[src/rtl/rv_hazard_ctrl.sv]
// rtl/rv_hazard_ctrl.sv - RV32I interlock: RAW scoreboard, redirect flush sequencing, stall/issue strobes
module rv_hazard_ctrl #(
   parameter int CNT_W        = 2,
   parameter int FLUSH_CYCLES = 1
) (
   input  logic        clk,
   input  logic        rst,
   input  logic        id_valid,
   input  logic [31:0] if_id_ir,
   input  logic        ex_redirect,
   input  logic        wb_valid,
   input  logic [4:0]  wb_rd,
   output logic        issue,
   output logic        stall,
   output logic        flush,
   output logic [31:0] sb_busy,
   output logic        sb_err
);

   localparam logic [CNT_W-1:0] CNT_MAX = {CNT_W{1'b1}};
   localparam int               FC_W    = $clog2(FLUSH_CYCLES + 2);
   localparam logic [FC_W-1:0]  FC_LOAD = FC_W'(FLUSH_CYCLES);

   typedef enum logic {ST_RUN, ST_FLUSH} state_t;

   state_t           state_q, state_d;
   logic [FC_W-1:0]  fcnt_q, fcnt_d;
   logic [CNT_W-1:0] cnt_q [32];
   logic [CNT_W-1:0] cnt_d [32];
   logic             sb_err_q, sb_err_d;

   logic [6:0] opcode;
   logic [4:0] rd, rs1, rs2;
   logic       op_wr, op_rs1, op_rs2;
   logic       writes_rd, reads_rs1, reads_rs2;
   logic       rs1_ready, rs2_ready, rd_sat, hazard;
   logic       unused_ir;

   assign opcode    = if_id_ir[6:0];
   assign rd        = if_id_ir[11:7];
   assign rs1       = if_id_ir[19:15];
   assign rs2       = if_id_ir[24:20];
   assign unused_ir = ^{if_id_ir[31:25], if_id_ir[14:12]};

   // Opcode class decode; anything unrecognised behaves as a NOP
   always_comb begin
      op_wr  = 1'b0;
      op_rs1 = 1'b0;
      op_rs2 = 1'b0;
      case (opcode)
         7'b0110011: begin op_wr = 1'b1; op_rs1 = 1'b1; op_rs2 = 1'b1; end
         7'b0010011: begin op_wr = 1'b1; op_rs1 = 1'b1; end
         7'b0000011: begin op_wr = 1'b1; op_rs1 = 1'b1; end
         7'b0110111: op_wr = 1'b1;
         7'b0010111: op_wr = 1'b1;
         7'b1101111: op_wr = 1'b1;
         7'b1100111: begin op_wr = 1'b1; op_rs1 = 1'b1; end
         7'b0100011: begin op_rs1 = 1'b1; op_rs2 = 1'b1; end
         7'b1100011: begin op_rs1 = 1'b1; op_rs2 = 1'b1; end
         default: ;
      endcase
   end

   // Hazard detection; a same-cycle writeback retiring the last write makes the source readable
   always_comb begin
      writes_rd = op_wr  && (rd  != 5'd0);
      reads_rs1 = op_rs1 && (rs1 != 5'd0);
      reads_rs2 = op_rs2 && (rs2 != 5'd0);
      rs1_ready = (cnt_q[rs1] == '0) ||
                  ((cnt_q[rs1] == CNT_W'(1)) && wb_valid && (wb_rd == rs1));
      rs2_ready = (cnt_q[rs2] == '0) ||
                  ((cnt_q[rs2] == CNT_W'(1)) && wb_valid && (wb_rd == rs2));
      rd_sat    = writes_rd && (cnt_q[rd] == CNT_MAX) && !(wb_valid && (wb_rd == rd));
      hazard    = (reads_rs1 && !rs1_ready) || (reads_rs2 && !rs2_ready) || rd_sat;
   end

   // Pipeline strobes, forced low while reset is held
   always_comb begin
      flush = !rst && (ex_redirect || (state_q == ST_FLUSH));
      issue = !rst && id_valid && (state_q == ST_RUN) && !ex_redirect && !hazard;
      stall = !rst && id_valid && (state_q == ST_RUN) && !ex_redirect &&  hazard;
   end

   // Flush sequencer: counts remaining flush cycles, a new redirect restarts the count
   always_comb begin
      state_d = state_q;
      fcnt_d  = fcnt_q;
      if (ex_redirect && (FLUSH_CYCLES != 0)) begin
         state_d = ST_FLUSH;
         fcnt_d  = FC_LOAD;
      end else if (state_q == ST_FLUSH) begin
         fcnt_d = fcnt_q - FC_W'(1);
         if (fcnt_q <= FC_W'(1)) begin
            state_d = ST_RUN;
            fcnt_d  = '0;
         end
      end
   end

   // Scoreboard update: issue increments, writeback decrements, both cancel out
   always_comb begin
      sb_err_d = sb_err_q || (wb_valid && (wb_rd != 5'd0) && (cnt_q[wb_rd] == '0));
      cnt_d[0] = '0;
      sb_busy  = '0;
      for (int i = 1; i < 32; i++) begin
         logic inc, dec;
         inc = issue && writes_rd && (rd == 5'(i));
         dec = wb_valid && (wb_rd == 5'(i)) && (cnt_q[i] != '0);
         cnt_d[i]   = cnt_q[i];
         if (inc && !dec)      cnt_d[i] = cnt_q[i] + CNT_W'(1);
         else if (dec && !inc) cnt_d[i] = cnt_q[i] - CNT_W'(1);
         sb_busy[i] = (cnt_q[i] != '0);
      end
   end

   assign sb_err = sb_err_q;

   // State registers with asynchronous reset
   always_ff @(posedge clk or posedge rst) begin
      if (rst) begin
         state_q  <= ST_RUN;
         fcnt_q   <= '0;
         sb_err_q <= 1'b0;
         for (int i = 0; i < 32; i++) cnt_q[i] <= '0;
      end else begin
         state_q  <= state_d;
         fcnt_q   <= fcnt_d;
         sb_err_q <= sb_err_d;
         for (int i = 0; i < 32; i++) cnt_q[i] <= cnt_d[i];
      end
   end

endmodule

[config.mk]
export PLATFORM = sky130hd
export DESIGN_NAME = rv_hazard_ctrl
export DESIGN_NICKNAME = d
export VERILOG_FILES = /design/src/rtl/rv_hazard_ctrl.sv
export SDC_FILE = /design/constraint.sdc
export NUM_CORES = 1
export LEC_CHECK = 0
export BUFFER_PORTS_ARGS = -buffer_cell sky130_fd_sc_hd__buf_2
export CAP_MARGIN = 40
export CORE_MARGIN = 4
export CORE_UTILIZATION = 39
export DETAILED_ROUTE_END_ITERATION = 7
export GPL_ROUTABILITY_DRIVEN = 1
export HOLD_SLACK_MARGIN = 0.1
export PLACE_DENSITY = 0.64
export SLEW_MARGIN = 20
export SYNTH_ARGS = -nofsm -noshare
export SYNTH_HDL_FRONTEND = slang
export SYNTH_SLANG_ARGS = --single-unit
[constraint.sdc]
create_clock -name clk -period 4.3 [get_ports clk]
set_input_delay 0.645 -clock clk [delete_from_list [all_inputs] [get_ports clk]]
set_output_delay 0.645 -clock clk [all_outputs]
set_load 0.01 [all_outputs]
==> results.py <==
metrics = {
    "status": {
        "status": "finished, final reports clean",
    },
    "clocking": {
        "insertion_delay_ns": 0.35,
        "cts_max_path_buffers": 2,
        "numCtsBuffers": 9,
        "cts-htree-levels": 3,
        "cts_tree": "done",
        "cts_resized": 0,
        "cts_hold_buffers": 0,
        "clk_pin_slew_ns": 0.05,
        "clock_sink_count": 66,
        "cts_root_buffer": "clkbuf_16",
        "cts_setup_buffers": 0,
    },
    "floorplan": {
        "die-area_mm2": 0.01737,
        "start_util_pct": 40.52,
        "die_h_um": 131.8,
        "core_mm2": 0.01475,
        "row_count": 44,
        "io_pins": 78,
        "die_x_um": 131.8,
    },
    "placement": {
        "portBuffers": 66,
        "hpwl_um": 14240,
        "gp_congestion": 1.015,
        "pre_cts_slack_ns": 0.03406,
    },
    "worst_setup_path": {
        "crit_required_ns": 3.65,
        "critPathCaptureType": "output pin",
        "critPathArrivalTime_ns": 3.29,
        "cp.buffers_inverters": 3,
        "crit_type": "primary input to output pin",
        "critPathTopFamily": "multiplexers",
        "startpoint_type": "primary input",
        "cpMostUsedCell": "buf_2",
        "crit_chain": "buf_2 -> mux4_2 -> mux2_2 -> a221oi_2 -> o32ai_1 -> or4_1 -> buf_4 -> nor2b_1 -> buf_2",
        "critPathMaxStageDelay_ns": 0.56,
        "critPathMaxFanout": 15,
        "slowest_stage": "mux4_2",
    },
    "synthesis": {
        "synth_cell_type_count": 51,
        "synth.top_cell.area_share_pct": 27.63,
        "ys.flop_type": "dfrtp_1",
        "yosysWarningCount": 0,
        "synth_most_common_cell": "xor2_1",
        "syn-num-nets": 693,
        "netlist_instances": 620,
        "synth-seq-cells": 66,
        "synthesis.area_mm2": 0.005978,
        "synth_area_leaders": "dfrtp_1 (28%), mux4_2 (12%), xor2_1 (11%)",
        "ys_seq_area_share_pct": 27.63,
        "synth_top_area_cell": "dfrtp_1",
        "synth_area_per_cell_um2": 9.642,
        "synthTopCellsByCount": "xor2_1 (74), dfrtp_1 (66), nor2_1 (57)",
        "synth-edff-count": 0,
        "async_flop_share_pct": 100.0,
    },
    "sta": {
        "fmax_ghz": 0.2542,
        "setup_violations": 0,
        "rsz0062_at_grt": "false",
        "tightest_slew_ns": 0.8171,
        "fin_worst_skew_ns": 0.006442,
        "relSlewSlack_pct": 45.33,
        "hold_slack_ns": 0.4076,
        "period_needed_ns": 3.935,
        "worst_slack_ns": 0.3654,
        "drv_slew": 0,
        "fin_setup_tns_ns": 0,
        "period_share_pct": 91.50,
        "finalHoldViolCount": 0,
    },
    "final_layout": {
        "antennaDiodeCount": 0,
        "drive_above_1_share_pct": 27.88,
        "fin_nets": 753,
        "n_fill_cell": 1414,
        "syn2layout_area_growth_pct": 14.38,
    },
    "route": {
        "firstDrtPassIters": 5,
        "first_iter_violations": 487,
        "drc": 0,
        "vias_per_cell": 6.000,
        "vias": 5214,
        "wire_per_inst_um": 21.49,
        "wirelength_um": 18680,
        "drtAntennaViolNets": 0,
    },
    "global_routing": {
        "grt.overflow.total": 0,
        "gr-usage-all-layers_pct": 21.77,
        "grt_max_degree": 67,
        "grt_pass1_wl_um": 29330,
        "grt_pass1_vias": 5348,
        "antenna_found_initial": 0,
    },
    "flow_run": {
        "cap_viol_max_count": 0,
    },
    "power_and_ir_drop": {
        "swShare_pct": 28.04,
        "p_seq_share_pct": 38.9,
        "clkPwrFrac_pct": 44.3,
        "power.switching_uw": 478.5,
        "power_density_mw_per_mm2": 249.5,
        "p_int_uw": 1228,
        "totalPowerFinal_uw": 1706,
        "p_comb_share_pct": 16.8,
        "ir_worst_vdd_uv": 199.9,
        "power_leakage_uw": 0.003386,
    },
    "worst_hold_path": {
        "hp-class": "primary input to async pin",
    },
}
[tightest hold or removal path: stages]
cell and delay [ns]:
buf_2 0.11, inv_2 0.05, buf_4 0.39
[registers in the layout, summed over array words and instances, names as in the netlist]
name and flops:
state_q 1, fcnt_q 2, sb_err 1, cnt_q 62
[power groups by stage]
stage | Sequential (µW) | Clock, µW | Combinational [µW]
global placement | 672 | 0 | 275
detailed placement | 674 | 0 | 281
floorplan | 664 | 0 | 190
finish | 664 | 756 | 286
global route | 666 | 801 | 308
CTS | 663 | 774 | 282
[layout by cell type, fill, tap and decap left out, types with 3 or more instances in the layout]
cell,synthesis,routed
mux4_2,32,32
nand2b_1,7,7
dfrtp_1,66,66
ha_1,31,31
nor4_1,30,30
clkbuf_16,0,9
xor2_1,74,74
o21ai_0,7,7
or4_1,3,3
buf_4,3,27
mux2_2,11,11
nor2b_1,9,9
nand3_1,53,53
nor4_2,5,5
nand2_1,33,33
or2_2,30,30
o2111ai_1,3,3
a211oi_1,4,4
clkinv_2,0,3
nor3_1,4,4
a21oi_1,10,10
buf_2,9,66
mux2i_1,28,28
o211ai_1,6,6
nand4_1,3,3
nor2_1,57,57
inv_1,7,6
a221oi_1,3,3
xnor2_1,34,34
[cell families (layout without fill, tap and decap cells)]
logic type	after synthesis	in the layout	share of synthesized area, %
flops	66	66	27.63
other cells	1	1	0.06273
simple gates	242	242	21.12
mux	71	71	18.82
fa+ha+maj	31	31	6.488
xor+xnor	108	108	15.82
compound gates	48	48	5.735
buf+inv	53	118	4.332
[metal layers]
| metal | global-route usage [%] | wire [µm] | vias to the layer above |
|---|---|---|---|
| li1 | - | - | 2355 |
| met1 | 27.77 | 7549 | 2544 |
| met2 | 33.15 | 8500 | 247 |
| met3 | 5.153 | 1534 | 68 |
| met4 | 14.00 | 1093 | 0 |
| met5 | 0 | 0 | - |
[cell type report]
type | instances | area, µm² | area share, %
Sequential cell | 66 | 1652 | 24.15
Clock inverter | 5 | 52.55 | 0.7685
Inverter | 8 | 30.03 | 0.4392
Tap cell | 184 | 230.2 | 3.367
Multi-Input combinational cell | 501 | 4068 | 59.49
Timing Repair Buffer | 94 | 553.0 | 8.088
Clock buffer | 11 | 252.7 | 3.696
[path summary, 6_finish.rpt]
check	from	end	slack [ns]	depth (start not counted)
worst max register to register	cnt_q[36]	cnt_q[51]	0.59	11
worst min register to register	sb_err	sb_err	0.45	1
worst max-delay path	if_id_ir[15]	stall	0.37	9
min in group clk	sb_err	sb_err	0.45	1
worst min-delay path	rst	cnt_q[60]	0.41	3
max in group asynchronous	rst	cnt_q[1]	3.36	4
[metrics by stage]
step,utilization (%),area (µm²),instances
floorplan,-,5978,620
global placement,44.09,6505,851
detailed placement,44.14,6513,852
CTS,46.21,6818,868
global route,46.35,6838,869
finish,46.35,6838,869
Note: power is estimated with default switching activity, not from simulation.
